### config.mk
export PLATFORM = sky130hd
export DESIGN_NAME = jk_ff_monitor
export DESIGN_NICKNAME = d
export VERILOG_FILES = /design/src/rtl/jk_ff_monitor_pkg.sv /design/src/rtl/jk_next.sv /design/src/rtl/jk_ff_monitor.sv
export SDC_FILE = /design/constraint.sdc
export NUM_CORES = 1
export LEC_CHECK = 0
export ABC_AREA = 1
export CAP_MARGIN = 30
export CORE_AREA = 2 2 75 77
export DETAILED_ROUTE_END_ITERATION = 6
export DIE_AREA = 0 0 77 79
export DONT_BUFFER_PORTS = 1
export SYNTH_ARGS = -nofsm -noshare
export SYNTH_HDL_FRONTEND = slang
export SYNTH_SLANG_ARGS = --single-unit
### constraint.sdc
create_clock -name clk -period 2.3 [get_ports clk]
set_input_delay 0 -clock clk [delete_from_list [all_inputs] [get_ports clk]]
set_output_delay 0 -clock clk [all_outputs]
set_load 0.02 [all_outputs]
### src/rtl/jk_ff_monitor_pkg.sv
`default_nettype none
// ============================================================================
// Module      : jk_ff_monitor_pkg
// Description : JK opcode encodings and monitor state encodings shared by the
//               flip-flop model, jk_next and jk_ff_monitor.
// Revision    : 1.0 - initial release
// ============================================================================
package jk_ff_monitor_pkg;

    localparam logic [1:0] c_JK_HOLD = 2'b00;
    localparam logic [1:0] c_JK_RST  = 2'b01;
    localparam logic [1:0] c_JK_SET  = 2'b10;
    localparam logic [1:0] c_JK_TOG  = 2'b11;

    localparam int unsigned c_ST_W = 2;

    localparam logic [c_ST_W-1:0] c_ST_IDLE  = 2'd0;
    localparam logic [c_ST_W-1:0] c_ST_SYNC  = 2'd1;
    localparam logic [c_ST_W-1:0] c_ST_CHECK = 2'd2;
    localparam logic [c_ST_W-1:0] c_ST_HALT  = 2'd3;

endpackage
`default_nettype wire

### src/rtl/jk_next.sv
`default_nettype none
// ============================================================================
// Module      : jk_next
// Description : Combinational JK next-state function: exp_q is the value q
//               takes after one clock with excitation jk.
// Revision    : 1.0 - initial release
// ============================================================================
module jk_next
    import jk_ff_monitor_pkg::*;
(
    input  logic [1:0] jk,
    input  logic       q,
    output logic       exp_q
);

    always_comb begin
        exp_q = q;
        case (jk)
            c_JK_HOLD: exp_q = q;
            c_JK_RST:  exp_q = 1'b0;
            c_JK_SET:  exp_q = 1'b1;
            c_JK_TOG:  exp_q = ~q;
            default:   exp_q = q;
        endcase
    end

endmodule
`default_nettype wire

### src/rtl/jk_ff_monitor.sv
`default_nettype none
// ============================================================================
// Module      : jk_ff_monitor
// Description : Checks an observed JK flip-flop against its next-state
//               function; counts checks and mismatches, records the first.
// Revision    : 1.0 - initial release
// ============================================================================
module jk_ff_monitor
    import jk_ff_monitor_pkg::*;
#(
    parameter int CNT_W       = 8,
    parameter bit STOP_ON_ERR = 1'b0
) (
    input  logic             clk,
    input  logic             reset,
    input  logic             en,
    input  logic             clr,
    input  logic [1:0]       jk,
    input  logic             q,
    input  logic             qb,
    output logic [CNT_W-1:0] check_cnt,
    output logic [CNT_W-1:0] err_cnt,
    output logic             err_pulse,
    output logic             err_sticky,
    output logic             first_exp,
    output logic [1:0]       first_jk,
    output logic             busy
);

    logic [c_ST_W-1:0] r_state;
    logic [c_ST_W-1:0] w_state_nxt;

    logic             r_exp_q;
    logic [1:0]       r_exp_jk;
    logic [CNT_W-1:0] r_check_cnt;
    logic [CNT_W-1:0] r_err_cnt;
    logic             r_err_pulse;
    logic             r_err_sticky;
    logic             r_first_exp;
    logic [1:0]       r_first_jk;

    logic w_exp_q;
    logic w_mismatch;
    logic w_check;
    logic w_sync;
    logic w_err;

    jk_next u_jk_next (
        .jk    (jk),
        .q     (q),
        .exp_q (w_exp_q)
    );

    assign w_mismatch = (q != r_exp_q) || (qb == q);
    assign w_check    = (r_state == c_ST_CHECK) && en;
    assign w_sync     = (r_state == c_ST_SYNC) && en;
    assign w_err      = w_check && w_mismatch;

    always_ff @(posedge clk or posedge reset) begin
        if (reset) begin
            r_state <= c_ST_IDLE;
        end else begin
            r_state <= w_state_nxt;
        end
    end

    // A paused CHECK drops back to SYNC: flip-flop edges were missed.
    always_comb begin
        w_state_nxt = r_state;
        if (clr) begin
            w_state_nxt = c_ST_IDLE;
        end else begin
            case (r_state)
                c_ST_IDLE:  if (en) w_state_nxt = c_ST_SYNC;
                c_ST_SYNC:  if (en) w_state_nxt = c_ST_CHECK;
                c_ST_CHECK: begin
                    if (!en) begin
                        w_state_nxt = c_ST_SYNC;
                    end else if (w_mismatch && STOP_ON_ERR) begin
                        w_state_nxt = c_ST_HALT;
                    end
                end
                c_ST_HALT:  w_state_nxt = c_ST_HALT;
                default:    w_state_nxt = c_ST_IDLE;
            endcase
        end
    end

    // Next expectation is always rebuilt from the observed q, which also
    // resynchronises the monitor after a mismatch.
    always_ff @(posedge clk or posedge reset) begin
        if (reset) begin
            r_exp_q      <= 1'b0;
            r_exp_jk     <= 2'b00;
            r_check_cnt  <= '0;
            r_err_cnt    <= '0;
            r_err_pulse  <= 1'b0;
            r_err_sticky <= 1'b0;
            r_first_exp  <= 1'b0;
            r_first_jk   <= 2'b00;
        end else if (clr) begin
            r_exp_q      <= 1'b0;
            r_exp_jk     <= 2'b00;
            r_check_cnt  <= '0;
            r_err_cnt    <= '0;
            r_err_pulse  <= 1'b0;
            r_err_sticky <= 1'b0;
            r_first_exp  <= 1'b0;
            r_first_jk   <= 2'b00;
        end else begin
            r_err_pulse <= w_err;
            if (w_sync || (w_check && (w_state_nxt != c_ST_HALT))) begin
                r_exp_q  <= w_exp_q;
                r_exp_jk <= jk;
            end
            if (w_check && (r_check_cnt != '1)) begin
                r_check_cnt <= r_check_cnt + 1'b1;
            end
            if (w_err && (r_err_cnt != '1)) begin
                r_err_cnt <= r_err_cnt + 1'b1;
            end
            if (w_err && !r_err_sticky) begin
                r_err_sticky <= 1'b1;
                r_first_exp  <= r_exp_q;
                r_first_jk   <= r_exp_jk;
            end
        end
    end

    assign check_cnt  = r_check_cnt;
    assign err_cnt    = r_err_cnt;
    assign err_pulse  = r_err_pulse;
    assign err_sticky = r_err_sticky;
    assign first_exp  = r_first_exp;
    assign first_jk   = r_first_jk;
    assign busy       = (r_state == c_ST_SYNC) || (r_state == c_ST_CHECK);

endmodule
`default_nettype wire

# After elaboration in Yosys (flattened, before gate mapping)
# Index checks and enable logic that the tools add are counted.
# word_totals
regBits,26
input_bits,8
out_inout_bits,22
wordCells,61
# classes
n_addsub,2
eq_ne,11
n_mux,21
bitwise_logic,1
reduce_logical,17
# op_table
op,count
8-bit 2-to-1 mux,4
"8-bit by 1-bit adder with 8-bit output, second input constant",2
2-bit 2-to-1 mux,8
"8-bit inequality test, second input constant",2
"2-bit == test, second input constant",4
2-bit case mux with 4 select lines,1
2-bit nonzero test,4
1-bit logical AND,7
1-bit 2-to-1 mux,7
"2-bit by 1-bit == test with 1-bit output, second input constant",2
2-bit zero test,2
1-bit case mux with 4 select lines,1
1-bit logical OR,3
"2-bit inequality test, second input constant",1
1-bit == test,1
1-bit zero test,1
1-bit inequality test,1
1-bit NOT,1

# Longest topological paths before layout
# Gate-level depths: netlist (run 1).
# depth
ltp_word,8
mapped_depth,11
mapped_depth_nobuf,11

# Hierarchy
# Synthesis (run 1) repeated with hierarchy kept, for this count alone.
# hier_totals
hier_cells,199
hier_area_um2,1555.2
# by_module_without_submodules
mod,n_inst,cells_per_inst,area_each_um2,seq_area_each_um2
jk_ff_monitor,1,194,1536.5,650.6
jk_next,1,5,18.8,0.0

# Worst setup path before layout (run 1)
# Ideal clock, no wire load.
# synth_timing
path_kind,register to register
startpoint,register r_check_cnt[0] (netlist: check_cnt[0])
endpoint,register r_check_cnt[7] (netlist: check_cnt[7])
setup_ps,117
arrival_ps,1390
required_time_ps,2183
slack_ps,794
path_stages_with_launch,11
path_buffers,0
cell_sequence,dfrtp_1 -> ha_1 -> nand2_2 -> nor2_2 -> nand2_1 -> nand2_2 -> nor2_2 -> nand2_1 -> nand2_1 -> nand2_1 -> nor2_1
# synth_between
elab_chain_cells,3
# synth_rtl
element,line_no,text
start: declaration,jk_ff_monitor.sv:35,logic [CNT_W-1:0] r_check_cnt;
start signal: assignment,jk_ff_monitor.sv:117,r_check_cnt <= r_check_cnt + 1'b1;
8-bit by 1-bit adder with 8-bit output or 8-bit inequality test (tied branches),"jk_ff_monitor.sv:117, jk_ff_monitor.sv:116",
8-bit 2-to-1 mux or 1-bit logical AND (tied branches),jk_ff_monitor.sv:116,if (w_check && (r_check_cnt != '1)) begin
8-bit 2-to-1 mux or 2-bit nonzero test (tied branches),--,
# Parallel ways exist; a longest one is shown, timed or not. The select of a mux whose other input is x is not followed.
# A chain may end at the register's enable or synchronous reset.

# Final worst setup path (run 1)
# Ends and elaborated chain as after synthesis.

==> results of run 1 <==
==> power breakdown <==
| group | total [mW] | internal (mW) | switching [mW] |
|---|---|---|---|
| logic | 0.347 | 0.121 | 0.226 |
| clock network | 0.253 | 0.117 | 0.136 |
| registers | 0.583 | 0.505 | 0.0780 |
| total | 1.18 | 0.743 | 0.440 |
==> metal layers <==
metal,wire length (um),GRT usage (%),vias up
li1,-,-,635
met1,1471,15.06,590
met2,1611,20.26,24
met3,240,4.773,2
met4,15,2.143,0
met5,0,0,-
==> cells by family (layout without fill, tap and decap cells) <==
group / after synthesis / in the layout / share of synthesized area, %
compound gates: 13 / 13 / 5.694
xor+xnor: 8 / 8 / 4.621
fa+ha+maj: 6 / 6 / 4.950
buf+inv: 23 / 32 / 6.023
flops: 26 / 26 / 42.90
simple gates: 117 / 117 / 35.81
==> worst max path at each step <==
stage,start,slack [ps],to,cells past startpoint
2_1_floorplan,check_cnt[0],790,check_cnt[7],10
3_3_place_gp,check_cnt[0],640,check_cnt[7],10
3_5_place_dp,check_cnt[0],630,check_cnt[7],10
4_1_cts,check_cnt[0],620,check_cnt[0],7
5_1_grt,check_cnt[0],400,check_cnt[7],10
6_report,check_cnt[0],630,check_cnt[7],10
==> cell usage in the layout, fill, tap and decap left out, types with 5 or more instances in the layout <==
cell type	netlist	layout
nand3_1	23	23
dlygate4sd3_1	0	7
nor2_1	20	20
ha_1	6	6
xor2_1	7	7
nand2_2	8	8
inv_1	16	16
a21oi_1	5	5
nand2_1	54	54
dfrtp_1	26	26
==> sequential cells by signal, summed over array words and instances (netlist names) <==
register	flops
check_cnt	8
err_cnt	8
err_pulse	1
err_sticky	1
first_exp	1
first_jk	2
r_exp_jk	2
r_exp_q	1
r_state	2
==> final cells by class <==
type / instances / area (um^2)
inverters: 20 / 78.83
repair buffers: 9 / 85.08
flip-flops and latches: 26 / 650.6
multi-input cells: 144 / 774.5
clock buffers: 3 / 41.29
well taps: 72 / 90.09
fillers: 588 / 3617
==> stage by stage <==
step	power [mW]	hold WS, ps	setup WS (ps)	instances	cell area, um^2
finish	1.183	13.38	630.9	274	1720
CTS	1.210	6.678	617.0	274	1720
detailed placement	0.9269	-20.67	629.3	264	1609
floorplan	0.8590	40.02	793.7	193	1516
global placement	0.9209	-19.11	640.1	264	1609
global route	1.280	34.83	404.4	274	1720
==> critical path, delay by kind of cell, from the launching register on <==
kind                     cells  cell delay, ps
flip-flops                   1             540
AND/OR/NAND/NOR              9             750
adder cells (fa/ha/maj)      1             280
==> timing repair <==
action,in CTS,in global routing
resized for setup,0,0
hold endpoints to repair,40,0
hold buffers,7,0
==> flow_metrics.py, run 1 <==
metrics = {
    "outcome": {
        "status": "completed",
    },
    "route": {
        "postRouteAntennaNets": 0,
        "vias_per_cell": 4.566,
        "postRouteWirelength_mm": 3.338,
        "drc": 0,
        "wire_per_inst_um": 12.18,
        "vias": 1251,
        "drt_iter0_drc": 42,
        "drt_first_pass_iters": 4,
    },
    "timing": {
        "period_share_pct": 72.57,
        "slew_headroom_pct": 58.85,
        "post-route-min-period_ps": 1669,
        "tns_ps": 0,
        "slew_violations": 0,
        "setup_viol": 0,
        "tightest_slew_ps": 615.2,
        "hold_viol_final": 0,
        "fmax_mhz": 599.1,
        "clock_skew_ps": 1.331,
        "rsz0062_at_grt": "no",
    },
    "logic_synthesis": {
        "synth_area_leaders": "dfrtp_1 43%, nand2_1 13%, nand3_1 7.6%, ha_1 5.0%, nor2_1 5.0%",
        "yosysWarnings": 0,
        "yosys.area.top_type_share_pct": 42.90,
        "synth_top_cell_by_area": "dfrtp_1",
        "synthesis.area_um2": 1516,
        "ys_seq_area_share_pct": 42.90,
        "synth-edff-count": 0,
        "syn_inst": 193,
        "synthMostInstantiatedCell": "nand2_1",
        "synth_cell_types": 31,
        "synth.top_cells.by_count": "54 x nand2_1, 26 x dfrtp_1, 23 x nand3_1",
        "async_flop_share_pct": 100.0,
        "synth_fp_nets": 207,
        "syn_avg_cell_area_um2": 7.857,
        "ys_dominant_reg_cell": "dfrtp_1",
        "synth-seq-cells": 26,
    },
    "critical_path": {
        "path_common_cell": "nand2_1",
        "crit_type": "register to register",
        "crit_slowest_cell": "dfrtp_1",
        "slowest_delay_ps": 540,
        "worstPathCellList": "ha_1, nand2_2, nor2_2, nand2_1, nand2_2, nor2_2, nand2_1, nand2_1, nand2_1, nor2_1",
        "r2r-start": "check_cnt[0]",
        "r2r-end": "check_cnt[7]",
        "reg2regPathDepth": 10,
        "crit_required_ps": 2460,
        "rrSetupSlack_ps": 630,
        "arrival_ps": 1830,
        "path_max_fanout": 8,
        "critPathLaunchType": "register",
        "crit_path_end_kind": "register",
    },
    "worst_hold_path": {
        "hp-class": "input port to register",
        "holdPathEnd": "r_state[0]",
        "min_path_cells": 4,
        "hold_start": "en",
    },
    "final_layout": {
        "final_util_pct": 32.23,
        "num-nets-final": 218,
        "area_delta_synth_final_pct": 13.45,
        "drive_gt1_share_pct": 12.87,
        "antennaDiodeCount": 0,
    },
    "die": {
        "core_area_um2": 5338,
        "dieArea_um2": 6083,
        "start_util_pct": 28.41,
        "rows": 27,
        "die_h_um": 79,
        "dieWidth_um": 77,
        "pin_count": 30,
    },
    "placed_design": {
        "dp_hpwl_mm": 2.398,
        "gp_congestion": 0.7752,
        "portBuffers": 0,
    },
    "clock_tree": {
        "clkLatencyLatePin_ps": 260,
        "htreeDepth": 1,
        "clockRootBuffer": "clkbuf_8",
        "cts_tree": "yes",
        "cts_made_buffers": 3,
        "cts_sinks": 26,
        "clk_path_buf_depth": 2,
        "clk_pin_slew_ps": 90,
        "cts_setup_buffers": 0,
    },
    "grt": {
        "grt_pass1_wl_mm": 5.934,
        "grt.overflow.total": 0,
        "grt_max_degree": 27,
        "antenna_found_initial": 0,
        "grt.total_usage_pct": 12.12,
        "grt_pass1_vias": 1229,
    },
    "power": {
        "vdd_drop_max_v": 0.0002985,
        "power_leakage_nw": 0.8685,
        "power_density_nw_per_um2": 687.5,
    },
    "flow_run": {
        "maxCapViolCount": 0,
    },
}
Power figures use the tool's default switching activity.
==> run 2, diff against run 1 <==
Settings changed: ABC_AREA 1 to 0, CORE_AREA 2 2 75 77 to 2 2 73 75, DIE_AREA 0 0 77 79 to 0 0 75 77.
Clock period 2.3 ns to 1.5 ns, I/O delays scaled along.
==> flow_metrics.py, run 2 <==
metrics = {
    "logic_synthesis": {
        "syn_inst": 162,
        "synth-edff-count": 0,
        "synth_fp_nets": 176,
        "synth-seq-cells": 26,
        "synthesis.area_um2": 1468,
        "yosysWarnings": 0,
        "async_flop_share_pct": 100.0,
        "synth.top_cells.by_count": "26 x dfrtp_1, 24 x nor2_1, 16 x nand2_1",
        "yosys.area.top_type_share_pct": 44.33,
        "synth_area_leaders": "dfrtp_1 44%, nor2_1 6.1%, ha_1 5.1%, xnor2_1 4.8%, nand2_1 4.1%",
        "synth_top_cell_by_area": "dfrtp_1",
        "ys_seq_area_share_pct": 44.33,
        "synth_cell_types": 39,
        "synthMostInstantiatedCell": "dfrtp_1",
        "syn_avg_cell_area_um2": 9.060,
        "ys_dominant_reg_cell": "dfrtp_1",
    },
    "route": {
        "vias": 1294,
        "postRouteAntennaNets": 0,
        "drt_first_pass_iters": 4,
        "drc": 0,
        "met2_length_mm": 1.622,
        "routed.top_layer": "met4",
        "vias_per_cell": 4.757,
        "route.met3.wl_um": 221,
        "drt_iter0_drc": 28,
        "postRouteWirelength_mm": 3.355,
        "wire_per_inst_um": 12.33,
        "wl_met1_mm": 1.496,
    },
    "timing": {
        "period_share_pct": 107.2,
        "post-route-min-period_ps": 1608,
        "fmax_mhz": 622.1,
        "tns_ps": -667.8,
        "setup_viol": 13,
        "worst_hold_slack_ps": -223.3,
        "slew_headroom_pct": 74.36,
        "slew_violations": 0,
        "hold_viol_final": 24,
        "rsz0062_at_grt": "yes",
        "clock_skew_ps": 2.680,
        "timing.final.ws_setup_ps": -107.5,
        "tightest_slew_ps": 384.7,
    },
    "final_layout": {
        "area_delta_synth_final_pct": 42.11,
        "num-nets-final": 217,
        "antennaDiodeCount": 0,
        "mostFrequentLayoutCell": "buf_4",
        "final_cell_mix": "32 x buf_4, 26 x dfrtp_1, 19 x nor2_1",
        "final_util_pct": 41.91,
        "drive_gt1_share_pct": 37.13,
    },
    "clock_tree": {
        "clockRootBuffer": "clkbuf_8",
        "ctsHoldBuffers": 5,
        "cts_tree": "yes",
        "clk_pin_slew_ps": 90,
        "clkLatencyLatePin_ps": 270,
        "htreeDepth": 1,
        "cts_sinks": 26,
        "clk_path_buf_depth": 2,
        "cts_made_buffers": 3,
    },
    "worst_hold_path": {
        "hold_start": "clr",
        "hp-class": "input port to register",
        "holdPathEnd": "first_jk[1]",
        "min_path_cells": 1,
    },
    "critical_path": {
        "arrival_ps": 1810,
        "r2r-start": "r_state[1]",
        "reg2regPathDepth": 6,
        "crit_path_end_kind": "register",
        "critPathLaunchType": "register",
        "crit_type": "register to register",
        "path_max_fanout": 6,
        "startpoint": "r_state[1]",
        "r2r-end": "err_cnt[6]",
        "crit_required_ps": 1710,
        "rrSetupSlack_ps": -110,
    },
    "placed_design": {
        "portBuffers": 0,
        "dp_hpwl_mm": 2.325,
        "gp_congestion": 0.7521,
    },
    "outcome": {
        "status": "complete, but fails checks",
        "violations": "negative hold slack, negative setup slack",
    },
    "grt": {
        "grt.overflow.total": 0,
        "antenna_found_initial": 0,
        "grt_max_degree": 28,
        "grt.total_usage_pct": 12.16,
        "grt_pass1_wl_mm": 5.602,
        "grt_pass1_vias": 1282,
    },
    "die": {
        "rows": 26,
        "die_h_um": 77,
        "dieArea_um2": 5775,
        "start_util_pct": 29.49,
        "core_area_um2": 4977,
        "pin_count": 30,
        "dieWidth_um": 75,
    },
    "power": {
        "power_switching_uw": 331.2,
        "power_density_nw_per_um2": 667.4,
        "power_leakage_nw": 0.8425,
        "p_int_mw": 1.061,
        "power_frac_seq_pct": 52.2,
        "switching_share_pct": 23.79,
        "combPwrFrac_pct": 15.4,
        "vdd_drop_max_v": 0.0003907,
        "p_clk_share_pct": 32.4,
    },
    "flow_run": {
        "maxCapViolCount": 0,
    },
}
-- run 2: cell count changes after synthesis, sizes merged, moves of 2 or more --
cell	delta
o21ai	+10
xnor2	+7
a21oi	+4
nand2	-47
nand3	-16
a31oi	+3
nand2b	+6
or3	+6
buf	+3
mux2i	+2
o311ai	+2
inv	-13
xor2	-5
-- run 2: timing repair --
item	in CTS	in global routing
cloned	0	1
endpoints found under the setup margin	15	22
gates resized for setup	16	20
buffers inserted	3	2
hold endpoints to repair	52	23
pin swaps	9	12
-- run 2: layout make-up --
type	instances	area, um^2
fillers	492	2892
clock buffers	4	55.05
flip-flops and latches	26	650.6
well taps	70	87.58
repair buffers	40	324.1
inverters	6	22.52
multi-input cells	126	945.9
-- run 2: cell families (layout without fill, tap and decap cells) --
kind of cell	Yosys count	in the layout	synth area share (%)
AOI/OAI and AO/OA	34	35	14.66
xor gates and xnor gates	10	10	5.968
DFF	26	26	44.33
buffers and inverters	11	50	3.751
adders and majority gates	6	6	5.115
and+or+nand+nor	73	73	24.81
muxes	2	2	1.364
-- run 2: how the worst max path moves through the flow --
| stage | end | slack [ps] | depth (start not counted) |
|---|---|---|---|
| floorplan | r_exp_jk[0] | -60 | 7 |
| global placement | r_exp_jk[0] | -100 | 7 |
| detailed placement | r_exp_jk[1] | -150 | 7 |
| CTS | r_exp_jk[0] | -90 | 7 |
| global route | r_exp_jk[1] | -180 | 7 |
| finish | err_cnt[6] | -110 | 6 |
-- run 2: routing by layer --
metal,global-route usage [%],vias to the layer above
met3,3.942,2
li1,-,652
met5,0,-
met2,20.96,30
met1,14.63,610
met4,2.143,0
-- run 2: worst max-delay path, cell delays in order, from the launching register on --
cell     delay, ps
dfrtp_1        390
buf_4          130
ha_4           160
and2_4         190
nand3_4        120
or4_4          440
a21oi_2        120
-- run 2: power by group through the flow --
| stage | Sequential, mW | Combinational [mW] | Clock [mW] |
|---|---|---|---|
| after floorplan | 0.743 | 0.104 | 0 |
| after global placement | 0.741 | 0.156 | 0 |
| after detailed placement | 0.741 | 0.158 | 0 |
| after CTS | 0.727 | 0.208 | 0.473 |
| after global routing | 0.729 | 0.239 | 0.513 |
| final | 0.727 | 0.214 | 0.451 |
-- run 2: metrics by stage --
step	power, mW	setup slack, ps	hold WS [ps]	instances	instance area (um^2)
3_5_place_dp	0.8991	-146.6	-25.00	257	1785
6_report	1.392	-107.5	-223.3	272	2086
3_3_place_gp	0.8968	-97.51	-29.06	257	1785
2_1_floorplan	0.8469	-62.76	40.02	162	1505
4_1_cts	1.408	-92.92	-224.7	269	1986
5_1_grt	1.481	-182.5	-245.9	272	2086
==> run 3, diff against run 2 <==
Settings changed: CTS_BUF_LIST set to sky130_fd_sc_hd__clkbuf_2, SETUP_SLACK_MARGIN set to 0.2.
==> flow_metrics.py, run 3 (synthesis results as in run 2) <==
metrics = {
    "route": {
        "postRouteWirelength_mm": 3.388,
        "vias": 1259,
        "wire_per_inst_um": 12.64,
        "postRouteAntennaNets": 0,
        "drt_iter0_drc": 56,
        "vias_per_cell": 4.698,
        "drt_first_pass_iters": 4,
        "drc": 0,
    },
    "placed_design": {
        "portBuffers": 0,
        "dp_hpwl_mm": 2.388,
        "gp_congestion": 0.7170,
        "dp_cells": 255,
        "dpl_cell_area_um2": 1793,
    },
    "outcome": {
        "status": "complete, but fails checks",
        "violations": "negative hold slack, negative setup slack",
    },
    "critical_path": {
        "crit_type": "register to register",
        "arrival_ps": 1900,
        "path_max_fanout": 5,
        "crit_required_ps": 1780,
        "critPathLaunchType": "register",
        "crit_path_end_kind": "register",
    },
    "final_layout": {
        "num-nets-final": 213,
        "area_delta_synth_final_pct": 37.94,
        "n_fill_cell": 510,
        "antennaDiodeCount": 0,
        "drive_gt1_share_pct": 36.36,
        "final_cell_mix": "30 x buf_4, 21 x dfrtp_1, 20 x nor2_1",
        "mostFrequentLayoutCell": "buf_4",
        "finalInstanceArea_um2": 2024,
        "final_cell_count_no_fill": 268,
    },
    "power": {
        "power_density_nw_per_um2": 679.2,
        "power_leakage_nw": 0.8076,
        "design_power_total_mw": 1.375,
        "vdd_drop_max_v": 0.0003207,
    },
    "clock_tree": {
        "cts_made_buffers": 3,
        "clkLatencyLatePin_ps": 360,
        "clockRootBuffer": "clkbuf_2",
        "ctsHoldBuffers": 5,
        "cts_tree": "yes",
        "cts_sinks": 26,
        "clk_path_buf_depth": 2,
        "htreeDepth": 1,
        "clk_pin_slew_ps": 250,
    },
    "timing": {
        "rsz0062_at_grt": "yes",
        "slew_headroom_pct": 74.27,
        "post-route-min-period_ps": 1613,
        "slew_violations": 0,
        "hold_viol_final": 26,
        "clock_skew_ps": 3.457,
        "fmax_mhz": 620.0,
        "period_share_pct": 107.5,
        "worst_hold_slack_ps": -337.8,
        "timing.final.ws_setup_ps": -112.8,
        "tightest_slew_ps": 385.9,
        "setup_viol": 15,
    },
    "grt": {
        "grt.total_usage_pct": 12.53,
        "grt_pass1_vias": 1297,
        "grt_max_degree": 28,
        "grt_pass1_wl_mm": 5.858,
        "antenna_found_initial": 0,
        "grt.overflow.total": 0,
    },
    "die": {
        "start_util_pct": 29.49,
        "dieArea_um2": 5775,
        "pin_count": 30,
        "dieWidth_um": 75,
        "die_h_um": 77,
        "core_area_um2": 4977,
        "rows": 26,
    },
    "worst_hold_path": {
        "hp-class": "input port to register",
    },
    "flow_run": {
        "maxCapViolCount": 0,
    },
}
## run 3: layer usage
metal  vias to the layer above  track usage (%)  part of all wire [%]
met3                         2            4.074                   5.8
met5                         -                0                     0
li1                        635                -                     -
met2                        25            21.14                    51
met4                         0            1.607                  0.38
met1                       597            15.76                    43
## run 3: final timing paths
path | from | to | slack (ps) | cells after the start
worst max-delay path | r_state[1] | r_exp_jk[0] | -110 | 7
worst min-delay path | clr | err_cnt[2] | -340 | 1
worst max register to register | r_state[1] | r_exp_jk[0] | -110 | 7
worst min register to register | r_exp_jk[0] | first_jk[0] | 590 | 2
max in group asynchronous | reset | err_cnt[7] | 1160 | 3
min in group asynchronous | reset | check_cnt[0] | 80 | 3
## run 3: worst max-delay path, stage by stage, from the launching register on
cell	delay, ps
dfrtp_1	450
inv_2	80
ha_4	170
nand2b_1	160
a22oi_2	160
nor2_2	70
or3_1	370
o311ai_1	80
## run 3: power breakdown
part | internal (mW) | switching [mW] | leakage, nW
logic | 0.0993 | 0.0972 | 0.430
clock network | 0.229 | 0.220 | 0.0266
registers | 0.717 | 0.0126 | 0.351
## run 3: area by class of cell
cell class              instances  area, um^2  share of cell area [%]
flip-flops and latches         26       656.9                   32.45
well taps                      70       87.58                   4.326
multi-input cells             125       914.6                   45.18
clock inverters                 1       30.03                   1.483
clock buffers                   3       15.01                  0.7417
inverters                       6       22.52                   1.112
repair buffers                 37       297.8                   14.71
## run 3: metrics by stage
| step | setup slack, ps | setup TNS [ps] | util (%) |
|---|---|---|---|
| 5_1_grt | -182.6 | -2540 | 40.67 |
| 6_report | -112.8 | -784.8 | 40.67 |
| 3_3_place_gp | -76.76 | -325.7 | 36.02 |
| 4_1_cts | -89.50 | -872.4 | 39.59 |
| 3_5_place_dp | -140.5 | -504.0 | 36.02 |
| 2_1_floorplan | -62.76 | -315.5 | - |
## run 3: what timing repair did
| item | CTS | global route |
|---|---|---|
| setup buffers | 4 | 0 |
| gates cloned | 0 | 0 |
| pin swaps | 9 | 4 |
| endpoints found under the hold margin | 52 | 26 |
| setup endpoints to repair | 27 | 26 |
| gates resized for setup | 12 | 13 |
